$ cat config.mk
export PLATFORM = sky130hd
export DESIGN_NAME = yblock_cfg_loader
export DESIGN_NICKNAME = d
export VERILOG_FILES = /design/src/rtl/yblock_cfg_loader.sv
export SDC_FILE = /design/constraint.sdc
export NUM_CORES = 1
export LEC_CHECK = 0
export ABC_AREA = 1
export BUFFER_PORTS_ARGS = -buffer_cell sky130_fd_sc_hd__buf_2
export CORE_UTILIZATION = 40
export CTS_BUF_LIST = sky130_fd_sc_hd__clkbuf_4
export DETAILED_ROUTE_END_ITERATION = 7
export PLACE_DENSITY_LB_ADDON = 0.12
export SETUP_SLACK_MARGIN = 0.05
export SYNTH_ARGS = -nofsm -noshare
export SYNTH_HDL_FRONTEND = slang
export SYNTH_SLANG_ARGS = --single-unit
$ cat constraint.sdc
create_clock -name clk -period 1.6 [get_ports clk]
set_clock_uncertainty 0.05 [all_clocks]
set_input_delay 0.32 -clock clk [delete_from_list [all_inputs] [get_ports clk]]
set_output_delay 0.32 -clock clk [all_outputs]
set_load 0.005 [all_outputs]
$ cat src/rtl/yblock_cfg_loader.sv
// yblock_cfg_loader: clears a yellow-cell block, then shifts column-parallel configuration
// words into its vertical chains, one confclk strobe per word, and releases the array when
// CHAINLEN strobes have been issued.
// Ports: clk/reset (async, active-high); start; cfg_valid/cfg_ready/cfg_data word handshake;
// blk_reset/confclk/cbitin drive the block; cbitout is the block's chain output;
// busy/done status; rb_data/rb_valid readback.
// Optional feature macro: CONF_READBACK_EN (capture cbitout in every HOLD cycle).
// All outputs come straight from flops; next values are decoded from the next state.
module yblock_cfg_loader #(
  parameter int BLOCKWIDTH = 8,
  parameter int CHAINLEN   = 16,
  parameter int CLRCYCLES  = 4,
  parameter int SETUPCYC   = 2,
  parameter int PULSECYC   = 2
) (
  input  logic                  clk,
  input  logic                  reset,
  input  logic                  start,
  input  logic                  cfg_valid,
  output logic                  cfg_ready,
  input  logic [BLOCKWIDTH-1:0] cfg_data,
  output logic                  blk_reset,
  output logic                  confclk,
  output logic [BLOCKWIDTH-1:0] cbitin,
  input  logic [BLOCKWIDTH-1:0] cbitout,
  output logic                  busy,
  output logic                  done,
  output logic [BLOCKWIDTH-1:0] rb_data,
  output logic                  rb_valid
);

  // One phase counter serves CLEAR, SETUP and STROBE, so size it for the longest.
  localparam int MAXPH = (CLRCYCLES > SETUPCYC) ?
                         ((CLRCYCLES > PULSECYC) ? CLRCYCLES : PULSECYC) :
                         ((SETUPCYC > PULSECYC) ? SETUPCYC : PULSECYC);
  localparam int PW = $clog2(MAXPH + 1);
  localparam int CW = $clog2(CHAINLEN + 1);

  localparam logic [PW-1:0] CLR_LAST = PW'(CLRCYCLES - 1);
  localparam logic [PW-1:0] SU_LAST  = PW'(SETUPCYC - 1);
  localparam logic [PW-1:0] PU_LAST  = PW'(PULSECYC - 1);
  localparam logic [CW-1:0] WRD_LAST = CW'(CHAINLEN - 1);

  typedef enum logic [2:0] {
    S_IDLE, S_CLEAR, S_LOAD, S_SETUP, S_STROBE, S_HOLD, S_DONE
  } state_t;

  state_t                  state_q, state_d;
  logic [PW-1:0]           ph_q, ph_d;
  logic [CW-1:0]           word_q, word_d;
  logic [BLOCKWIDTH-1:0]   cbitin_q, cbitin_d;
  logic                    blk_reset_q, blk_reset_d;
  logic                    confclk_q, confclk_d;
  logic                    cfg_ready_q, cfg_ready_d;
  logic                    busy_q, busy_d;
  logic                    done_q, done_d;

  always_comb begin
    state_d  = state_q;
    ph_d     = ph_q;
    word_d   = word_q;
    cbitin_d = cbitin_q;
    case (state_q)
      S_IDLE, S_DONE: begin
        // start is only looked at here, so a request mid-sequence is dropped.
        if (start) begin
          state_d = S_CLEAR;
          ph_d    = '0;
        end
      end
      S_CLEAR: begin
        word_d = '0;
        if (ph_q == CLR_LAST) begin
          state_d = S_LOAD;
          ph_d    = '0;
        end else begin
          ph_d = ph_q + 1'b1;
        end
      end
      S_LOAD: begin
        if (cfg_valid && cfg_ready_q) begin
          state_d  = S_SETUP;
          ph_d     = '0;
          cbitin_d = cfg_data;
        end
      end
      S_SETUP: begin
        if (ph_q == SU_LAST) begin
          state_d = S_STROBE;
          ph_d    = '0;
        end else begin
          ph_d = ph_q + 1'b1;
        end
      end
      S_STROBE: begin
        if (ph_q == PU_LAST) begin
          state_d = S_HOLD;
          ph_d    = '0;
        end else begin
          ph_d = ph_q + 1'b1;
        end
      end
      S_HOLD: begin
        // Low cycle after the pulse keeps cbitin stable past the falling edge.
        if (word_q == WRD_LAST) begin
          word_d  = '0;
          state_d = S_DONE;
        end else begin
          word_d  = word_q + 1'b1;
          state_d = S_LOAD;
        end
      end
      default: state_d = S_IDLE;
    endcase

    blk_reset_d = (state_d == S_IDLE) || (state_d == S_CLEAR);
    confclk_d   = (state_d == S_STROBE);
    cfg_ready_d = (state_d == S_LOAD);
    busy_d      = (state_d == S_CLEAR) || (state_d == S_LOAD) || (state_d == S_SETUP) ||
                  (state_d == S_STROBE) || (state_d == S_HOLD);
    done_d      = (state_d == S_DONE);
  end

  always_ff @(posedge clk or posedge reset) begin
    if (reset) begin
      state_q     <= S_IDLE;
      ph_q        <= '0;
      word_q      <= '0;
      cbitin_q    <= '0;
      blk_reset_q <= 1'b1;
      confclk_q   <= 1'b0;
      cfg_ready_q <= 1'b0;
      busy_q      <= 1'b0;
      done_q      <= 1'b0;
    end else begin
      state_q     <= state_d;
      ph_q        <= ph_d;
      word_q      <= word_d;
      cbitin_q    <= cbitin_d;
      blk_reset_q <= blk_reset_d;
      confclk_q   <= confclk_d;
      cfg_ready_q <= cfg_ready_d;
      busy_q      <= busy_d;
      done_q      <= done_d;
    end
  end

  assign blk_reset = blk_reset_q;
  assign confclk   = confclk_q;
  assign cbitin    = cbitin_q;
  assign cfg_ready = cfg_ready_q;
  assign busy      = busy_q;
  assign done      = done_q;

`ifdef CONF_READBACK_EN
  // Sampled on entry to HOLD: the block shifted on the preceding rising confclk, so
  // cbitout already shows the bit pushed out of each column by this word.
  logic [BLOCKWIDTH-1:0] rb_data_q;
  logic                  rb_valid_q;

  always_ff @(posedge clk or posedge reset) begin
    if (reset) begin
      rb_data_q  <= '0;
      rb_valid_q <= 1'b0;
    end else begin
      rb_valid_q <= (state_d == S_HOLD);
      if (state_d == S_HOLD) begin
        rb_data_q <= cbitout;
      end
    end
  end

  assign rb_data  = rb_data_q;
  assign rb_valid = rb_valid_q;
`else
  logic unused_cbitout;
  assign unused_cbitout = ^cbitout;
  assign rb_data  = '0;
  assign rb_valid = 1'b0;
`endif

endmodule

==> out/qor.yml <==
grt_use_total: 0.155
critPathKind: "flip-flop to flip-flop"
p_leak_nw: 0.915
worst_slack_ns: 0.125
num_antenna_cells: 0
via_per_inst: 4.45
worst_ep_required_time_ns: 1.78
rsz0062_at_grt: "yes"
ff_latch_area_um2: 604
die_y_um: 60.8
drt_wl_total_um: 2430
holdWs_ns: 0.145
finalCritPeriodShare: 0.922
slew_violations: 0
start_kind: "flip-flop"
hp-class: "primary input to flip-flop"
syn_inst: 163
cts_tree: "built"
synth_cell_types: 29
drv_cap: 0
hold_viol_final: 0
power.density_mw_per_mm2: 1640
dieArea_mm2: 0.00369
start_util: 0.438
yosys.area.top_type: "dfrtp_1"
synth_seq_cells: 24
ioPinCount: 42
yosysTopAreaCellShare: 0.417
grt_pass1_wl_um: 4200
ir_drop_uv: 846
worst_setup_path_end_kind: "flip-flop"
syn_avg_cell_area_um2: 8.47
multi_input_area_um2: 641
final_nets: 220
gp_congestion: 0.786
area_growth_pct: 17.1
finalSetupTns_ns: 0
final_cell_area_mm2: 0.00162
placed_cell_area_mm2: 0.00150
yosysSeqAreaShare: 0.436
die_width_um: 60.8
rows: 20
critPathLaunch: "ph_q[0]"
fill_cells: 327
vias: 1054
cp_max_fo: 4
cts_made_buffers: 3
clk_latency_ns: 0.31
first_iter_violations: 22
setup_viol: 0
synthesis.area_mm2: 0.00138
dr.pass1.iters: 4
worstReg2RegStart: "ph_q[0]"
yosys-top-cells-area: "dfrtp_1 42%, nand2_1 13%, ha_1 5.4%"
core-area_mm2: 0.00315
cts.sinks: 24
drive_above_1_share: 0.347
max_freq_mhz: 678
grt-ovfl-total: 0
route.detailed.drc: 0
hpwl_um: 1850
status: "complete, no violations"
ant_nets: 0
path_clk_slew_ns: 0.13
cts_buffer_depth: 2
grt_pass1_vias: 980
cts-root-buf: "clkbuf_4"
final_core_util: 0.513
routedWlPerCell_um: 10.3
arrival_ns: 1.65
min_from: "cfg_data[0]"
grt_max_degree: 25
cts_max_level: 1
fin_crit_ns: 1.47
dp_slack_ns: 0.0621
ys_warn_count: 0
portBuffers: 24
antenna_found_initial: 0
[final cells by class]
cell class,count,share of cell area
sequential,24,0.374
tap,44,0.0340
multi-input combinational,111,0.396
inverter,24,0.0603
clock inverter,1,0.0186
timing repair buffer,30,0.104
clock buffer,3,0.0139
[layer usage]
layer  GRT usage  routed length (um)  vias to the layer above  part of all wire
li1            -                   -                      543                 -
met1       0.190                1090                      489              0.45
met2       0.272                1220                       20              0.50
met3      0.0426                 101                        2             0.042
met4      0.0390                  20                        0            0.0082
met5           0                   0                        -                 0
[power breakdown]
group / internal [W] / switching [W] / total (W)
clock network: 0.000253 / 0.000177 / 0.000431
registers: 0.000818 / 0.000191 / 0.00101
logic: 0.000515 / 0.000701 / 0.00122
[repair_timing]
item,CTS,global route
setup buffers,1,2
resized for setup,5,8
pin swaps,6,5
hold buffers,1,0
setup endpoints to repair,2,14
hold endpoints to repair,23,0
[cell usage after synthesis]
| master | number |
|---|---|
| nand3_1 | 10 |
| nor2_2 | 6 |
| nor3_2 | 2 |
| a21oi_1 | 1 |
| inv_4 | 1 |
| inv_6 | 1 |
| o21ai_0 | 5 |
| xor2_1 | 1 |
| a22oi_1 | 1 |
| buf_4 | 9 |
| inv_1 | 18 |
| buf_6 | 2 |
| o221ai_1 | 1 |
| nor2_4 | 3 |
| inv_2 | 4 |
| nand3b_1 | 1 |
| a32o_1 | 1 |
| nand2_4 | 2 |
| and2_1 | 1 |
| conb_1 | 1 |
| dfrtp_1 | 23 |
| o31ai_1 | 1 |
| ha_1 | 6 |
| nand2_1 | 48 |
| nand3_4 | 1 |
| nand2_2 | 4 |
| dfstp_2 | 1 |
| clkbuf_8 | 1 |
| nor2_1 | 7 |
[flip-flops by register name, summed over array words and instances (netlist names)]
signal / cells
cfg_ready: 1
word_q: 5
cbitin: 8
busy: 1
confclk: 1
done: 1
ph_q: 3
blk_reset: 1
state_q: 3
[worst max-delay path, cell delays in order (launching register included)]
cell	delay [ns]
dfrtp_1	0.43
ha_2	0.20
ha_1	0.17
nand3b_1	0.13
nand3_1	0.12
nor2_4	0.12
nand3_1	0.08
nand2_1	0.06
inv_1	0.04
[final timing paths]
check                            end  slack (ns)  depth (start not counted)
max reg2reg                     busy        0.13                          8
min                        cbitin[0]        0.14                          3
max in group asynchronous  blk_reset        0.69                          4
max                             busy        0.13                          8
min in group asynchronous  cbitin[5]        0.53                          4
min reg2reg                cbitin[6]        0.44                          2
[stage by stage]
stage	std cells	power, W
6_report	237	0.00266
5_1_grt	237	0.00290
4_1_cts	235	0.00262
3_5_place_dp	229	0.00210
3_3_place_gp	229	0.00207
2_1_floorplan	171	0.00186
[cells by family (layout without fill, tap and decap cells)]
group                    after synthesis  count (layout)  share of synthesized area
XOR/XNOR                               1               1                    0.00634
flip-flops                            24              24                      0.436
adder cells (fa/ha/maj)                6               6                     0.0543
other                                  1               9                    0.00271
buffers and inverters                 36              58                      0.146
AND/OR/NAND/NOR                       85              85                      0.309
AO/OA/AOI/OAI                         10              10                     0.0462
[cells in the final DEF, fill, tap and decap left out, types with 5 or more instances in the layout]
master and count:
buf_4 5, buf_2 24, conb_1 9, inv_2 6, nand3_1 10, nor2_4 6, inv_1 16, dfrtp_1 21
nor2_1 6, o21ai_0 5, nand2_1 46, nand2_2 5
(Power assumes the default switching activity.)
